**src/rtl/pc_sequencer_if.sv**
```systemverilog
// ---------------------------------------------------------------------------
// pc_sequencer_if
// Instruction-side and return-address-stack-side signals of the program-counter
// sequencer, bundled so the sequencer and its environment share one port.
//
//   Stall, Op_Kind, Branch_Cond, Target, Resume : instruction control (to sequencer)
//   Ret_Add, Stack_Err                          : return-address stack results (to sequencer)
//   PC, NPPC                                    : current PC and PC+1 (from sequencer)
//   Stack_Enable, Stack_Write                   : stack strobe / push-not-pop (from sequencer)
//   Halted, Fault                               : status (from sequencer)
//   Issued_Push, Issued_Pop                     : strobe issued in the cycle just closed
//
// modport master : the sequencer itself
// modport slave  : the surrounding datapath / stack
// ---------------------------------------------------------------------------
interface pc_sequencer_if #(
   parameter int PC_W = 13
);
   logic            Stall;
   logic [2:0]      Op_Kind;
   logic            Branch_Cond;
   logic [PC_W-1:0] Target;
   logic            Resume;
   logic [PC_W-1:0] Ret_Add;
   logic            Stack_Err;
   logic [PC_W-1:0] PC;
   logic [PC_W-1:0] NPPC;
   logic            Stack_Enable;
   logic            Stack_Write;
   logic            Halted;
   logic            Fault;
   logic            Issued_Push;
   logic            Issued_Pop;

   modport master (
      input  Stall, Op_Kind, Branch_Cond, Target, Resume, Ret_Add, Stack_Err,
      output PC, NPPC, Stack_Enable, Stack_Write, Halted, Fault,
             Issued_Push, Issued_Pop
   );

   modport slave (
      output Stall, Op_Kind, Branch_Cond, Target, Resume, Ret_Add, Stack_Err,
      input  PC, NPPC, Stack_Enable, Stack_Write, Halted, Fault,
             Issued_Push, Issued_Pop
   );
endinterface

```
**src/rtl/pc_sequencer.sv**
```systemverilog
// ---------------------------------------------------------------------------
// pc_sequencer
// Program-counter sequencer. Holds PC, offers NPPC = PC+1 to the return-address
// stack, strobes the stack on CALL (push) / RET (pop) and loads PC from the
// jump/branch target or the popped return address. State updates on the rising
// edge of Slow_Clock; the stack acts on the falling edge, so a push/pop and its
// error flag are resolved by the rising edge that closes the cycle.
//
// Ports:
//   Slow_Clock : clock, rising edge
//   Reset      : asynchronous, active-high
//   bus        : pc_sequencer_if.master (instruction, stack and status signals)
// ---------------------------------------------------------------------------
module pc_sequencer #(
   parameter int              PC_W     = 13,
   parameter logic [PC_W-1:0] RESET_PC = '0
) (
   input  logic          Slow_Clock,
   input  logic          Reset,
   pc_sequencer_if.master bus
);

   localparam logic [2:0] OP_SEQ  = 3'd0;
   localparam logic [2:0] OP_JMP  = 3'd1;
   localparam logic [2:0] OP_BRC  = 3'd2;
   localparam logic [2:0] OP_CALL = 3'd3;
   localparam logic [2:0] OP_RET  = 3'd4;
   localparam logic [2:0] OP_HALT = 3'd5;

   typedef enum logic [1:0] {
      ST_RUN   = 2'd0,
      ST_HALT  = 2'd1,
      ST_FAULT = 2'd2
   } state_t;

   state_t          state_q, state_d;
   logic [PC_W-1:0] pc_q, pc_d;
   logic            halted_q, halted_d;
   logic            fault_q, fault_d;
   logic            issued_push_q, issued_push_d;
   logic            issued_pop_q, issued_pop_d;

   logic [PC_W-1:0] nppc;
   logic            is_stack_op;
   logic            strobe;

   // Natural wrap at 2^PC_W - 1 gives 0.
   assign nppc = pc_q + PC_W'(1);

   assign is_stack_op = (bus.Op_Kind == OP_CALL) || (bus.Op_Kind == OP_RET);

   // Strobe of the current cycle, before reset gating; this is also what
   // decides whether the closing edge samples Stack_Err.
   assign strobe = (state_q == ST_RUN) && !bus.Stall && is_stack_op;

   // Reset gates the strobe immediately so a reset landing between the rising
   // edge and the falling edge of a CALL/RET cycle cannot reach the stack.
   assign bus.Stack_Enable = strobe && !Reset;
   assign bus.Stack_Write  = strobe && !Reset && (bus.Op_Kind == OP_CALL);

   assign bus.PC          = pc_q;
   assign bus.NPPC        = nppc;
   assign bus.Halted      = halted_q;
   assign bus.Fault       = fault_q;
   assign bus.Issued_Push = issued_push_q;
   assign bus.Issued_Pop  = issued_pop_q;

   always_comb begin
      state_d       = state_q;
      pc_d          = pc_q;
      issued_push_d = issued_push_q;
      issued_pop_d  = issued_pop_q;

      // Stall freezes everything, including the issued-strobe flags.
      if (!bus.Stall) begin
         issued_push_d = strobe && (bus.Op_Kind == OP_CALL);
         issued_pop_d  = strobe && (bus.Op_Kind == OP_RET);

         unique case (state_q)
            ST_RUN: begin
               if (strobe && bus.Stack_Err) begin
                  // Failed push/pop: keep PC where the faulting CALL/RET sits.
                  state_d = ST_FAULT;
               end else begin
                  unique case (bus.Op_Kind)
                     OP_JMP:  pc_d = bus.Target;
                     OP_BRC:  pc_d = bus.Branch_Cond ? bus.Target : nppc;
                     OP_CALL: pc_d = bus.Target;
                     OP_RET:  pc_d = bus.Ret_Add;
                     OP_HALT: state_d = ST_HALT;
                     default: pc_d = nppc;   // SEQ and the unused codes 6-7
                  endcase
               end
            end
            ST_HALT: begin
               // PC is not advanced: the instruction at PC re-executes.
               if (bus.Resume) begin
                  state_d = ST_RUN;
               end
            end
            ST_FAULT: begin
               state_d = ST_FAULT;
            end
            default: begin
               state_d = ST_FAULT;
            end
         endcase
      end

      halted_d = (state_d == ST_HALT);
      fault_d  = (state_d == ST_FAULT);
   end

   always_ff @(posedge Slow_Clock or posedge Reset) begin
      if (Reset) begin
         state_q       <= ST_RUN;
         pc_q          <= RESET_PC;
         halted_q      <= 1'b0;
         fault_q       <= 1'b0;
         issued_push_q <= 1'b0;
         issued_pop_q  <= 1'b0;
      end else begin
         state_q       <= state_d;
         pc_q          <= pc_d;
         halted_q      <= halted_d;
         fault_q       <= fault_d;
         issued_push_q <= issued_push_d;
         issued_pop_q  <= issued_pop_d;
      end
   end

   // OP_SEQ is covered by the default branch of the opcode decode.
   logic unused_seq;
   assign unused_seq = ^OP_SEQ;

endmodule

```
**src/flat_wrapper.sv**
```systemverilog
// flat-port wrapper written by rule: the top's interface ports become plain ports
module pc_sequencer_flat 
#(
   parameter int              PC_W     = 13,
   parameter logic [PC_W-1:0] RESET_PC = '0
)
  (Slow_Clock, Reset, bus_Stall, bus_Op_Kind, bus_Branch_Cond, bus_Target, bus_Resume, bus_Ret_Add, bus_Stack_Err, bus_PC, bus_NPPC, bus_Stack_Enable, bus_Stack_Write, bus_Halted, bus_Fault, bus_Issued_Push, bus_Issued_Pop);
  pc_sequencer_if #(.PC_W(PC_W)) bus_i ();
  input  logic Slow_Clock;
  input  logic Reset;
  input wire logic [$bits(bus_i.Stall)-1:0] bus_Stall;
  input wire logic [$bits(bus_i.Op_Kind)-1:0] bus_Op_Kind;
  input wire logic [$bits(bus_i.Branch_Cond)-1:0] bus_Branch_Cond;
  input wire logic [$bits(bus_i.Target)-1:0] bus_Target;
  input wire logic [$bits(bus_i.Resume)-1:0] bus_Resume;
  input wire logic [$bits(bus_i.Ret_Add)-1:0] bus_Ret_Add;
  input wire logic [$bits(bus_i.Stack_Err)-1:0] bus_Stack_Err;
  output wire logic [$bits(bus_i.PC)-1:0] bus_PC;
  output wire logic [$bits(bus_i.NPPC)-1:0] bus_NPPC;
  output wire logic [$bits(bus_i.Stack_Enable)-1:0] bus_Stack_Enable;
  output wire logic [$bits(bus_i.Stack_Write)-1:0] bus_Stack_Write;
  output wire logic [$bits(bus_i.Halted)-1:0] bus_Halted;
  output wire logic [$bits(bus_i.Fault)-1:0] bus_Fault;
  output wire logic [$bits(bus_i.Issued_Push)-1:0] bus_Issued_Push;
  output wire logic [$bits(bus_i.Issued_Pop)-1:0] bus_Issued_Pop;
  assign bus_i.Stall = bus_Stall;
  assign bus_i.Op_Kind = bus_Op_Kind;
  assign bus_i.Branch_Cond = bus_Branch_Cond;
  assign bus_i.Target = bus_Target;
  assign bus_i.Resume = bus_Resume;
  assign bus_i.Ret_Add = bus_Ret_Add;
  assign bus_i.Stack_Err = bus_Stack_Err;
  assign bus_PC = bus_i.PC;
  assign bus_NPPC = bus_i.NPPC;
  assign bus_Stack_Enable = bus_i.Stack_Enable;
  assign bus_Stack_Write = bus_i.Stack_Write;
  assign bus_Halted = bus_i.Halted;
  assign bus_Fault = bus_i.Fault;
  assign bus_Issued_Push = bus_i.Issued_Push;
  assign bus_Issued_Pop = bus_i.Issued_Pop;
  pc_sequencer #(.PC_W(PC_W), .RESET_PC(RESET_PC)) u_core (.Slow_Clock(Slow_Clock), .Reset(Reset), .bus(bus_i));
endmodule
```
**config.mk**
```make
export PLATFORM = sky130hd
export DESIGN_NAME = pc_sequencer_flat
export DESIGN_NICKNAME = d
export VERILOG_FILES = /design/src/rtl/pc_sequencer_if.sv /design/src/rtl/pc_sequencer.sv /design/src/flat_wrapper.sv
export SDC_FILE = /design/constraint.sdc
export NUM_CORES = 1
export LEC_CHECK = 0
export ABC_AREA = 1
export CAP_MARGIN = 25
export CORE_MARGIN = 2
export CORE_UTILIZATION = 30
export DETAILED_ROUTE_END_ITERATION = 8
export PLACE_DENSITY = 0.66
export SKIP_LAST_GASP = 1
export SLEW_MARGIN = 0
export SYNTH_ARGS = -nofsm -noshare
export SYNTH_HDL_FRONTEND = slang
export SYNTH_SLANG_ARGS = --single-unit
```
**constraint.sdc**
```tcl
create_clock -name Slow_Clock -period 4.13 [get_ports Slow_Clock]
set_input_delay 0.413 -clock Slow_Clock [delete_from_list [all_inputs] [get_ports Slow_Clock]]
set_output_delay 0.413 -clock Slow_Clock [all_outputs]
set_load 0.01 [all_outputs]
```
# Word-level counts from Yosys, hierarchy flattened
# Index checks and enable logic that the tools add are counted.
[op_classes]
add_sub_neg = 1
n_eq_ne = 8
mux = 7
bitwise = 3
reduce_logical = 13
[op_table]
columns = ["operator", "n"]
rows = [
  ["13-bit one-hot mux with 4 select lines", 1],
  ["13-bit by 1-bit adder with 13-bit output, second input constant", 1],
  ["13-bit two-way mux", 1],
  ["2-bit two-way mux", 4],
  ["1-bit logical AND", 7],
  ["3-bit by 2-bit equality test with 1-bit output, second input constant", 2],
  ["3-bit equality test, second input constant", 2],
  ["2-bit by 1-bit equality test with 1-bit output, second input constant", 2],
  ["2-bit one-hot mux with 2 select lines", 1],
  ["4-bit AND reduction", 1],
  ["3-bit by 1-bit equality test with 1-bit output, second input constant", 1],
  ["1-bit inverter", 3],
  ["2-bit equality test, second input constant", 1],
  ["1-bit logical NOT", 2],
  ["2-bit logical NOT", 1],
  ["2-bit OR reduction", 1],
  ["1-bit logical OR", 1],
]
[totals]
regBits = 19
out_inout_bits = 32
word_cells = 38

# Longest topological paths before layout
# Gate-level depths: netlist of run 1.
[logic_depth]
depth_word = 8
depth_mapped = 10

# Worst setup path after synthesis of run 1
# No wires, ideal clock.
[synth_timing]
path_kind = "flip-flop to output port"
from = "register u_core.pc_q[0], in the netlist u_core.bus.PC[0]"
to = "output bus_NPPC[10]"
t_arrival_ns = 1.313
slack_ns = 2.404
path_stages_with_launch = 8
n_path_buf = 0
cell_sequence = "dfrtp_1 ha_1 nand2_1 nor2_1 nand2_1 nor2_1 nand2_1 and2_1"
[synth_between]
elab_chain_len = 1
[synth_lines]
columns = ["item", "line_no", "rtl"]
rows = [
  ["start: declaration", "pc_sequencer.sv:37", "logic [PC_W-1:0] pc_q, pc_d;"],
  ["start signal: assignment", "pc_sequencer.sv:124", "pc_q <= pc_d;"],
  ["13-bit by 1-bit adder with 13-bit output", "pc_sequencer.sv:48", "assign nppc = pc_q + PC_W'(1);"],
  ["end: declaration", "flat_wrapper.sv:19", "output wire logic [$bits(bus_i.NPPC)-1:0] bus_NPPC;"],
]
# No other way between the ends.

# Final worst setup path of run 1
# Same ends and word-level chain as after synthesis.

==> results.sh, run 1 <==
export IMPL_outcome="complete, no violations"
export IMPL_layout_commonest_cell="nand2_1"
export IMPL_utilization=0.462
export IMPL_rrSetupSlack_ns=2.53
export IMPL_drcViolationCount=0
export IMPL_worst_pin_slew_ns=0.814
export IMPL_yosys_area_share_adder=0.00799
export IMPL_place_hpwl_um=3650
export IMPL_ys_ff_latch=19
export IMPL_setup_violations=0
export IMPL_yosys_warnings=0
export IMPL_yosys_cell_types_count=28
export IMPL_finalHoldViolCount=0
export IMPL_drt_total_wl_um=4640
export IMPL_num_nets_final=359
export IMPL_ff2ff_path_depth=10
export IMPL_startpoint_type="register"
export IMPL_fin_crit_ns=2.62
export IMPL_synth_mux_area_frac=0
export IMPL_max_freq_ghz=0.382
export IMPL_synth_seq_area_share=0.304
export IMPL_area_growth_pct=49.8
export IMPL_antenna_found_initial=0
export IMPL_worstHoldPathType="reg -> reg"
export IMPL_syn_avg_cell_area_um2=6.16
export IMPL_drtPass1Iterations=4
export IMPL_slew_viol_final=0
export IMPL_post_route_period_util=0.634
export IMPL_synth_compound_gate_area_share=0.109
export IMPL_startpoint="u_core.bus.PC[0]"
export IMPL_clk_transition_reported_paths_ns=0.08
export IMPL_ant_nets=0
export IMPL_rows=26
export IMPL_grt_pass1_vias=1750
export IMPL_fin_area_mm2=0.00234
export IMPL_max_vdd_ir_drop_v=0.000166
export IMPL_crit_reg2reg_launch="u_core.bus.PC[0]"
export IMPL_dp_cells=388
export IMPL_core_mm2=0.00507
export IMPL_dp_worst_setup_slack_ns=1.68
export IMPL_avgViaCountPerCell=4.53
export IMPL_pin_count=67
export IMPL_grt_max_degree=20
export IMPL_crit_type="reg -> out"
export IMPL_synth_fp_nets=290
export IMPL_grt_first_pass_wirelength_um=7930
export IMPL_antenna_cells=0
export IMPL_cts_hold_buf=0
export IMPL_final_cell_count_no_fill=392
export IMPL_synth_xor_area_frac=0.00560
export IMPL_routedWlPerCell_um=11.8
export IMPL_worstPathArrival_ns=2.21
export IMPL_synth_top_family_by_area="simple AND/OR/NAND/NOR gates"
export IMPL_critPathCaptureType="primary output"
export IMPL_cts_made_buffers=3
export IMPL_fin_tns_setup_ns=0
export IMPL_synth_area_mm2=0.00157
export IMPL_initial_core_util=0.308
export IMPL_die_w_um=76.2
export IMPL_gp_congestion=0.900
export IMPL_total_leakage_power_uw=0.00112
export IMPL_max_cap_viol_count=0
export IMPL_crit_fanout=6
export IMPL_place_area_mm2=0.00230
export IMPL_clockBufferDepth=2
export IMPL_cts_tree="done"
export IMPL_io_buffers=66
export IMPL_r2r_end="u_core.bus.PC[8]"
export IMPL_clockRootBuffer="clkbuf_8"
export IMPL_post_cts_resized=0
export IMPL_fp_dieH_um=76.2
export IMPL_relSlewSlack=0.457
export IMPL_dieArea_mm2=0.00581
export IMPL_setup_slack_ns=1.51
export IMPL_finClkSkew_ns=0.0104
export IMPL_vias=1777
export IMPL_required_ns=3.72
export IMPL_rsz0062_at_grt="no"
export IMPL_clock_latency_ns=0.27
export IMPL_cts_sinks=19
export IMPL_synth_simple_area_share=0.466
export IMPL_syn_inst=254
export IMPL_grt_overflow=0
export IMPL_grt_total_usage=0.166
export IMPL_drt_iter0_drc=58
export IMPL_post_cts_setup_buffers=0
export IMPL_critical_path_endpoint="bus_NPPC[10]"
export IMPL_final_cell_mix="96 x nand2_1, 66 x clkdlybuf4s50_1, 31 x inv_1"
export IMPL_holdPathStages=2
export IMPL_powerDensity_mw_per_mm2=215
export IMPL_htreeDepth=1
export IMPL_drive_gt1_frac=0.0776
==> per-layer routing <==
metal	global-route usage	up-vias	wire (um)	share of wire
met3	0.0498	4	297	0.064
met1	0.208	792	2180	0.47
met4	0.0291	0	38	0.0082
li1	-	929	-	-
met5	0	-	0	0
met2	0.287	52	2130	0.46
==> through the flow <==
stage / total power, uW / hold WS (ns)
2_1_floorplan: 280 / 0.364
3_3_place_gp: 370 / 0.472
3_5_place_dp: 370 / 0.498
4_1_cts: 510 / 0.520
5_1_grt: 535 / 0.533
6_report: 504 / 0.511
==> power by group <==
part / internal (uW) / total [uW] / switching (uW) / leakage (uW)
clock: 67.3 / 137 / 69.9 / 0.0000255
sequential: 195 / 208 / 13.3 / 0.000235
combinational: 82.8 / 159 / 76.3 / 0.000856
==> how the worst min path moves through the flow <==
stage	startpoint	end	slack [ns]
detailed placement	u_core.bus.Issued_Push	u_core.bus.Issued_Push	0.50
finish	u_core.bus.Issued_Push	u_core.bus.Issued_Push	0.51
global placement	u_core.bus.Issued_Pop	u_core.bus.Issued_Pop	0.47
floorplan	Reset	u_core.bus.Fault	0.36
global route	u_core.bus.Issued_Push	u_core.bus.Issued_Push	0.53
CTS	u_core.bus.Issued_Push	u_core.bus.Issued_Push	0.52
==> area by class of cell <==
class,count,area [um^2]
clock buffer,3,41.3
clock inverter,1,5.00
fill,577,2730
inverter,41,154
multi-input combinational,192,921
sequential,19,475
tap,70,87.6
timing repair buffer,66,661
==> sequential cells by signal, indices dropped and copies added, names as in the netlist <==
name                    cells
u_core.bus.Fault            1
u_core.bus.Halted           1
u_core.bus.Issued_Pop       1
u_core.bus.Issued_Push      1
u_core.bus.PC              13
u_core.state_q              2
==> critical path: stages (launching register included) <==
cell and delay [ns]:
dfrtp_1 0.44, ha_1 0.23, nand2_1 0.07, nor2_1 0.22, nand2_1 0.14, o21ai_1 0.15, and2_1 0.16, clkdlybuf4s50_1 0.53
==> kinds of logic (layout without fill, tap and decap cells) <==
kind of cell / Yosys count / count (layout)
adders and majority gates: 1 / 1
AOI/OAI and AO/OA: 31 / 31
and+or+nand+nor: 159 / 159
xor gates and xnor gates: 1 / 1
buffers and inverters: 43 / 111
DFF: 19 / 19
==> synth_stat cells (all sizes together) <==
cell,count,area share
o21ai,14,0.045
nand3,22,0.074
a21oi,17,0.064
ha,1,0.0080
nor2,26,0.084
inv,40,0.096
dfrtp,19,0.30
clkbuf,1,0.0024
buf,1,0.0072
xor2,1,0.0056
nand2,99,0.25
nand4,5,0.030
nor3,2,0.0096
clkinv,1,0.0024
and2,4,0.016
nand3b,1,0.0048
No activity file was read; power rests on OpenSTA's default activity.
==> run 2: changes to the inputs <==
Settings changed: PLACE_DENSITY 0.66 to 0.68.
Clock period 4.13 ns to 2.3 ns, I/O delays scaled along.
==> results.sh, run 2 (synthesis gave the netlist of run 1 again) <==
export IMPL_outcome="complete, no violations"
export IMPL_largest_reg_flops=13
export IMPL_io_buffers=66
export IMPL_dieArea_mm2=0.00581
export IMPL_ant_nets=0
export IMPL_crit_top_cell="nand2_1"
export IMPL_total_leakage_power_uw=0.00114
export IMPL_die_w_um=76.2
export IMPL_final_cell_count_no_fill=397
export IMPL_cts_made_buffers=3
export IMPL_final_cell_mix="96 x nand2_1, 66 x clkdlybuf4s50_1, 31 x inv_1"
export IMPL_gp_congestion=0.932
export IMPL_switching_power_uw=282
export IMPL_grt_pass1_vias=1736
export IMPL_clk_transition_reported_paths_ns=0.08
export IMPL_clock_latency_ns=0.26
export IMPL_slowest_stage="clkdlybuf4s50_1"
export IMPL_drcViolationCount=0
export IMPL_dr_wl_met3_um=228
export IMPL_initial_core_util=0.308
export IMPL_path_cells="ha_4, nand2_1, nor2_2, nand2_1, o21ai_1, and2_1, clkdlybuf4s50_1"
export IMPL_setup_slack_ns=0.121
export IMPL_startpoint_type="register"
export IMPL_fin_tns_setup_ns=0
export IMPL_avgViaCountPerCell=4.47
export IMPL_antenna_cells=0
export IMPL_required_ns=2.07
export IMPL_worstHoldPathType="in -> async"
export IMPL_clockBufferDepth=2
export IMPL_antenna_found_initial=0
export IMPL_grt_first_pass_wirelength_um=7930
export IMPL_post_route_period_util=0.947
export IMPL_intPower_uw=626
export IMPL_fp_dieH_um=76.2
export IMPL_rrSetupSlack_ns=0.75
export IMPL_drtPass1Iterations=5
export IMPL_ff2ff_path_depth=10
export IMPL_clockRootBuffer="clkbuf_8"
export IMPL_cts_hold_buf=0
export IMPL_finClkSkew_ns=0.00540
export IMPL_fin_crit_ns=2.18
export IMPL_dp_worst_setup_slack_ns=0.192
export IMPL_nFillCells=551
export IMPL_core_mm2=0.00507
export IMPL_critPathCaptureType="primary output"
export IMPL_grt_overflow=0
export IMPL_setup_violations=0
export IMPL_power_uw=907
export IMPL_layout_commonest_cell="nand2_1"
export IMPL_wl_met1_um=2240
export IMPL_crit_reg2reg_launch="u_core.state_q[1]"
export IMPL_comb_power_share=0.325
export IMPL_rsz0062_at_grt="yes"
export IMPL_worstPathArrival_ns=1.95
export IMPL_r2r_end="u_core.bus.PC[8]"
export IMPL_powerDensity_mw_per_mm2=377
export IMPL_place_hpwl_um=3650
export IMPL_vias=1774
export IMPL_swShare=0.311
export IMPL_pin_count=67
export IMPL_routedWlPerCell_um=11.8
export IMPL_holdWs_ns=0.460
export IMPL_cts_sinks=19
export IMPL_area_growth_pct=53.7
export IMPL_max_vdd_ir_drop_v=0.000195
export IMPL_max_cap_viol_count=0
export IMPL_drt_total_wl_um=4670
export IMPL_crit_type="reg -> out"
export IMPL_grt_total_usage=0.167
export IMPL_dr_wl_met2_um=2190
export IMPL_power_frac_clock=0.263
export IMPL_max_freq_ghz=0.459
export IMPL_cts_tree="done"
export IMPL_htreeDepth=1
export IMPL_drt_iter0_drc=116
export IMPL_worst_pin_slew_ns=0.753
export IMPL_relSlewSlack=0.497
export IMPL_rows=26
export IMPL_finalHoldViolCount=0
export IMPL_drive_gt1_frac=0.110
export IMPL_slew_viol_final=0
export IMPL_pwr_share_seq=0.412
export IMPL_grt_max_degree=20
export IMPL_crit_fanout=3
export IMPL_dr_max_layer_used="met4"
export IMPL_dp_cells=390
export IMPL_max_stage_delay_ns=0.53
export IMPL_num_nets_final=364
[run 2: changes by cell type in the layout (fill, tap and decap cells not counted), sizes merged]
| cell | previous run | this run |
|---|---|---|
| buf | 0 | 5 |
[run 2: routing by layer]
| layer | GRT usage | vias to the layer above |
|---|---|---|
| li1 | - | 939 |
| met1 | 0.212 | 782 |
| met2 | 0.292 | 51 |
| met3 | 0.0379 | 2 |
| met4 | 0.0309 | 0 |
| met5 | 0 | - |
[run 2: metrics by stage]
stage | cell area [um^2] | util
finish | 2410 | 0.474
detailed placement | 2310 | 0.456
global route | 2410 | 0.474
floorplan | 1570 | -
CTS | 2370 | 0.467
global placement | 2310 | 0.456
[run 2: worst max-delay path: cells and delay by family (launching register included)]
kind            cells  cell delay, ns
compound gates      1            0.16
fa+ha+maj           1            0.17
buf+inv             1            0.53
flops               1            0.41
simple gates        4            0.41
[run 2: repair_timing]
action,4_1_cts,5_1_grt
buffers inserted,1,2
gates resized for setup,1,6
setup endpoints to repair,1,7
hold endpoints to repair,0,0
pin swaps,0,1
[run 2: worst max-delay path by stage]
| stage | from | end | slack [ns] | cells after the start |
|---|---|---|---|---|
| final | u_core.bus.PC[1] | bus_NPPC[10] | 0.12 | 7 |
| after global routing | u_core.bus.PC[1] | bus_NPPC[12] | -0.01 | 7 |
| after CTS | u_core.bus.PC[1] | bus_NPPC[10] | 0.003 | 7 |
| after detailed placement | bus_Op_Kind[2] | bus_Stack_Write | 0.19 | 7 |
| after global placement | bus_Op_Kind[1] | bus_Stack_Enable | 0.26 | 5 |
| after floorplan | u_core.bus.PC[0] | bus_NPPC[10] | 0.76 | 7 |
[run 2: area by class of cell]
class	instances	area, um^2	share of cell area
repair buffers	71	698	0.290
well taps	70	87.6	0.0364
clock inverters	1	5.00	0.00208
flip-flops and latches	19	477	0.198
inverters	41	154	0.0640
multi-input cells	192	943	0.392
clock buffers	3	41.3	0.0172
[run 2: power groups by stage]
stage	clock network (uW)	registers, uW	logic, uW
floorplan	0	382	120
global placement	0	380	287
detailed placement	0	379	288
CTS	248	373	292
global route	256	377	327
finish	239	374	295
==> run 3: changes to the inputs <==
Settings changed: DONT_BUFFER_PORTS set to 1, PLACE_DENSITY 0.68 to 0.51, TNS_END_PERCENT set to 30.
==> results.sh, run 3 (synthesis gave the netlist of run 1 again) <==
export IMPL_rows=26
export IMPL_slew_viol_final=0
export IMPL_finClkSkew_ns=0.00797
export IMPL_rsz0062_at_grt="no"
export IMPL_largest_reg_flops=13
export IMPL_vias=1550
export IMPL_fp_dieH_um=76.2
export IMPL_core_mm2=0.00507
export IMPL_cts_tree="done"
export IMPL_ant_nets=0
export IMPL_avgViaCountPerCell=4.75
export IMPL_max_freq_ghz=0.487
export IMPL_die_w_um=76.2
export IMPL_io_buffers=0
export IMPL_place_hpwl_um=3660
export IMPL_post_cts_resized=0
export IMPL_antenna_found_initial=0
export IMPL_crit_type="reg -> out"
export IMPL_path_cells="ha_1, nand2_1, nor2_1, nand2_1, nor2_1, nand2_1, and2_1"
export IMPL_cts_hold_buf=0
export IMPL_rrSetupSlack_ns=0.56
export IMPL_fin_crit_ns=2.05
export IMPL_final_cell_mix="96 x nand2_1, 31 x inv_1, 22 x nor2_1"
export IMPL_max_vdd_ir_drop_v=0.000333
export IMPL_worstHoldPathType="in -> async"
export IMPL_place_area_mm2=0.00164
export IMPL_crit_reg2reg_launch="u_core.bus.PC[0]"
export IMPL_powerDensity_mw_per_mm2=457
export IMPL_clockRootBuffer="clkbuf_8"
export IMPL_pin_count=67
export IMPL_clock_latency_ns=0.26
export IMPL_cts_made_buffers=3
export IMPL_crit_fanout=6
export IMPL_grt_max_degree=20
export IMPL_worst_pin_slew_ns=0.808
export IMPL_drcViolationCount=0
export IMPL_max_stage_delay_ns=0.48
export IMPL_initial_core_util=0.308
export IMPL_startpoint="u_core.bus.PC[0]"
export IMPL_htreeDepth=1
export IMPL_num_nets_final=293
export IMPL_drt_total_wl_um=4580
export IMPL_max_cap_viol_count=0
export IMPL_antenna_cells=0
export IMPL_clk_transition_reported_paths_ns=0.08
export IMPL_power_uw=769
export IMPL_grt_overflow=0
export IMPL_cts_sinks=19
export IMPL_finalHoldViolCount=0
export IMPL_crit_top_cell="nand2_1"
export IMPL_grt_pass1_vias=1553
export IMPL_slowest_stage="dfrtp_1"
export IMPL_clockBufferDepth=2
export IMPL_grt_total_usage=0.164
export IMPL_fin_tns_setup_ns=0
export IMPL_post_cts_setup_buffers=0
export IMPL_worstPathArrival_ns=1.82
export IMPL_fin_area_mm2=0.00168
export IMPL_layout_commonest_cell="nand2_1"
export IMPL_setup_violations=0
export IMPL_gp_congestion=0.765
export IMPL_routedWlPerCell_um=14.1
export IMPL_area_growth_pct=7.59
export IMPL_relSlewSlack=0.461
export IMPL_critPathCaptureType="primary output"
export IMPL_grt_first_pass_wirelength_um=7640
export IMPL_outcome="complete, no violations"
export IMPL_required_ns=2.07
export IMPL_drtPass1Iterations=4
export IMPL_ff2ff_path_depth=10
export IMPL_total_leakage_power_uw=0.000865
export IMPL_drive_gt1_frac=0.0977
export IMPL_dieArea_mm2=0.00581
export IMPL_startpoint_type="register"
export IMPL_drt_iter0_drc=38
export IMPL_post_route_period_util=0.893
[run 3: layout make-up]
| cell class | count | area (um^2) |
|---|---|---|
| clock buffer | 3 | 41.3 |
| clock inverter | 1 | 5.00 |
| fill | 597 | 3390 |
| inverter | 41 | 154 |
| multi-input combinational | 192 | 921 |
| sequential | 19 | 475 |
| tap | 70 | 87.6 |
[run 3: power by group]
part	leakage (uW)	internal (uW)	switching, uW
sequential	0.000235	350	34.3
clock	0.0000255	121	119
combinational	0.000604	44.9	101
total	0.000865	515	254
[run 3: metal layers]
| metal | vias up | part of all wire | global-route usage |
|---|---|---|---|
| met2 | 60 | 0.46 | 0.268 |
| met3 | 0 | 0.099 | 0.0652 |
| li1 | 798 | - | - |
| met1 | 692 | 0.44 | 0.208 |
| met5 | - | 0 | 0 |
| met4 | 0 | 0 | 0.0218 |
[run 3: critical path: cells and delay by family, from the launching register on]
family | cells | cell delay [ns]
and+or+nand+nor | 6 | 0.85
adders and majority gates | 1 | 0.25
DFF | 1 | 0.48
[run 3: path summary, 6_finish.rpt]
| kind | end |
|---|---|
| max | bus_NPPC[10] |
| min | u_core.bus.Issued_Push |
| max reg2reg | u_core.bus.PC[8] |
| min reg2reg | u_core.state_q[1] |
| max in group asynchronous | u_core.bus.PC[0] |
| min in group Slow_Clock | u_core.bus.Issued_Push |
[run 3: stage by stage]
| stage | hold WS (ns) | setup slack (ns) | util | instances |
|---|---|---|---|---|
| final | 0.00451 | 0.246 | 0.332 | 326 |
| after CTS | 0.0368 | 0.226 | 0.332 | 326 |
| after global placement | 0.317 | 0.540 | 0.323 | 322 |
| after global routing | 0.0690 | 0.0414 | 0.332 | 326 |
| after detailed placement | 0.314 | 0.517 | 0.323 | 322 |
| after floorplan | 0.181 | 0.757 | - | 254 |
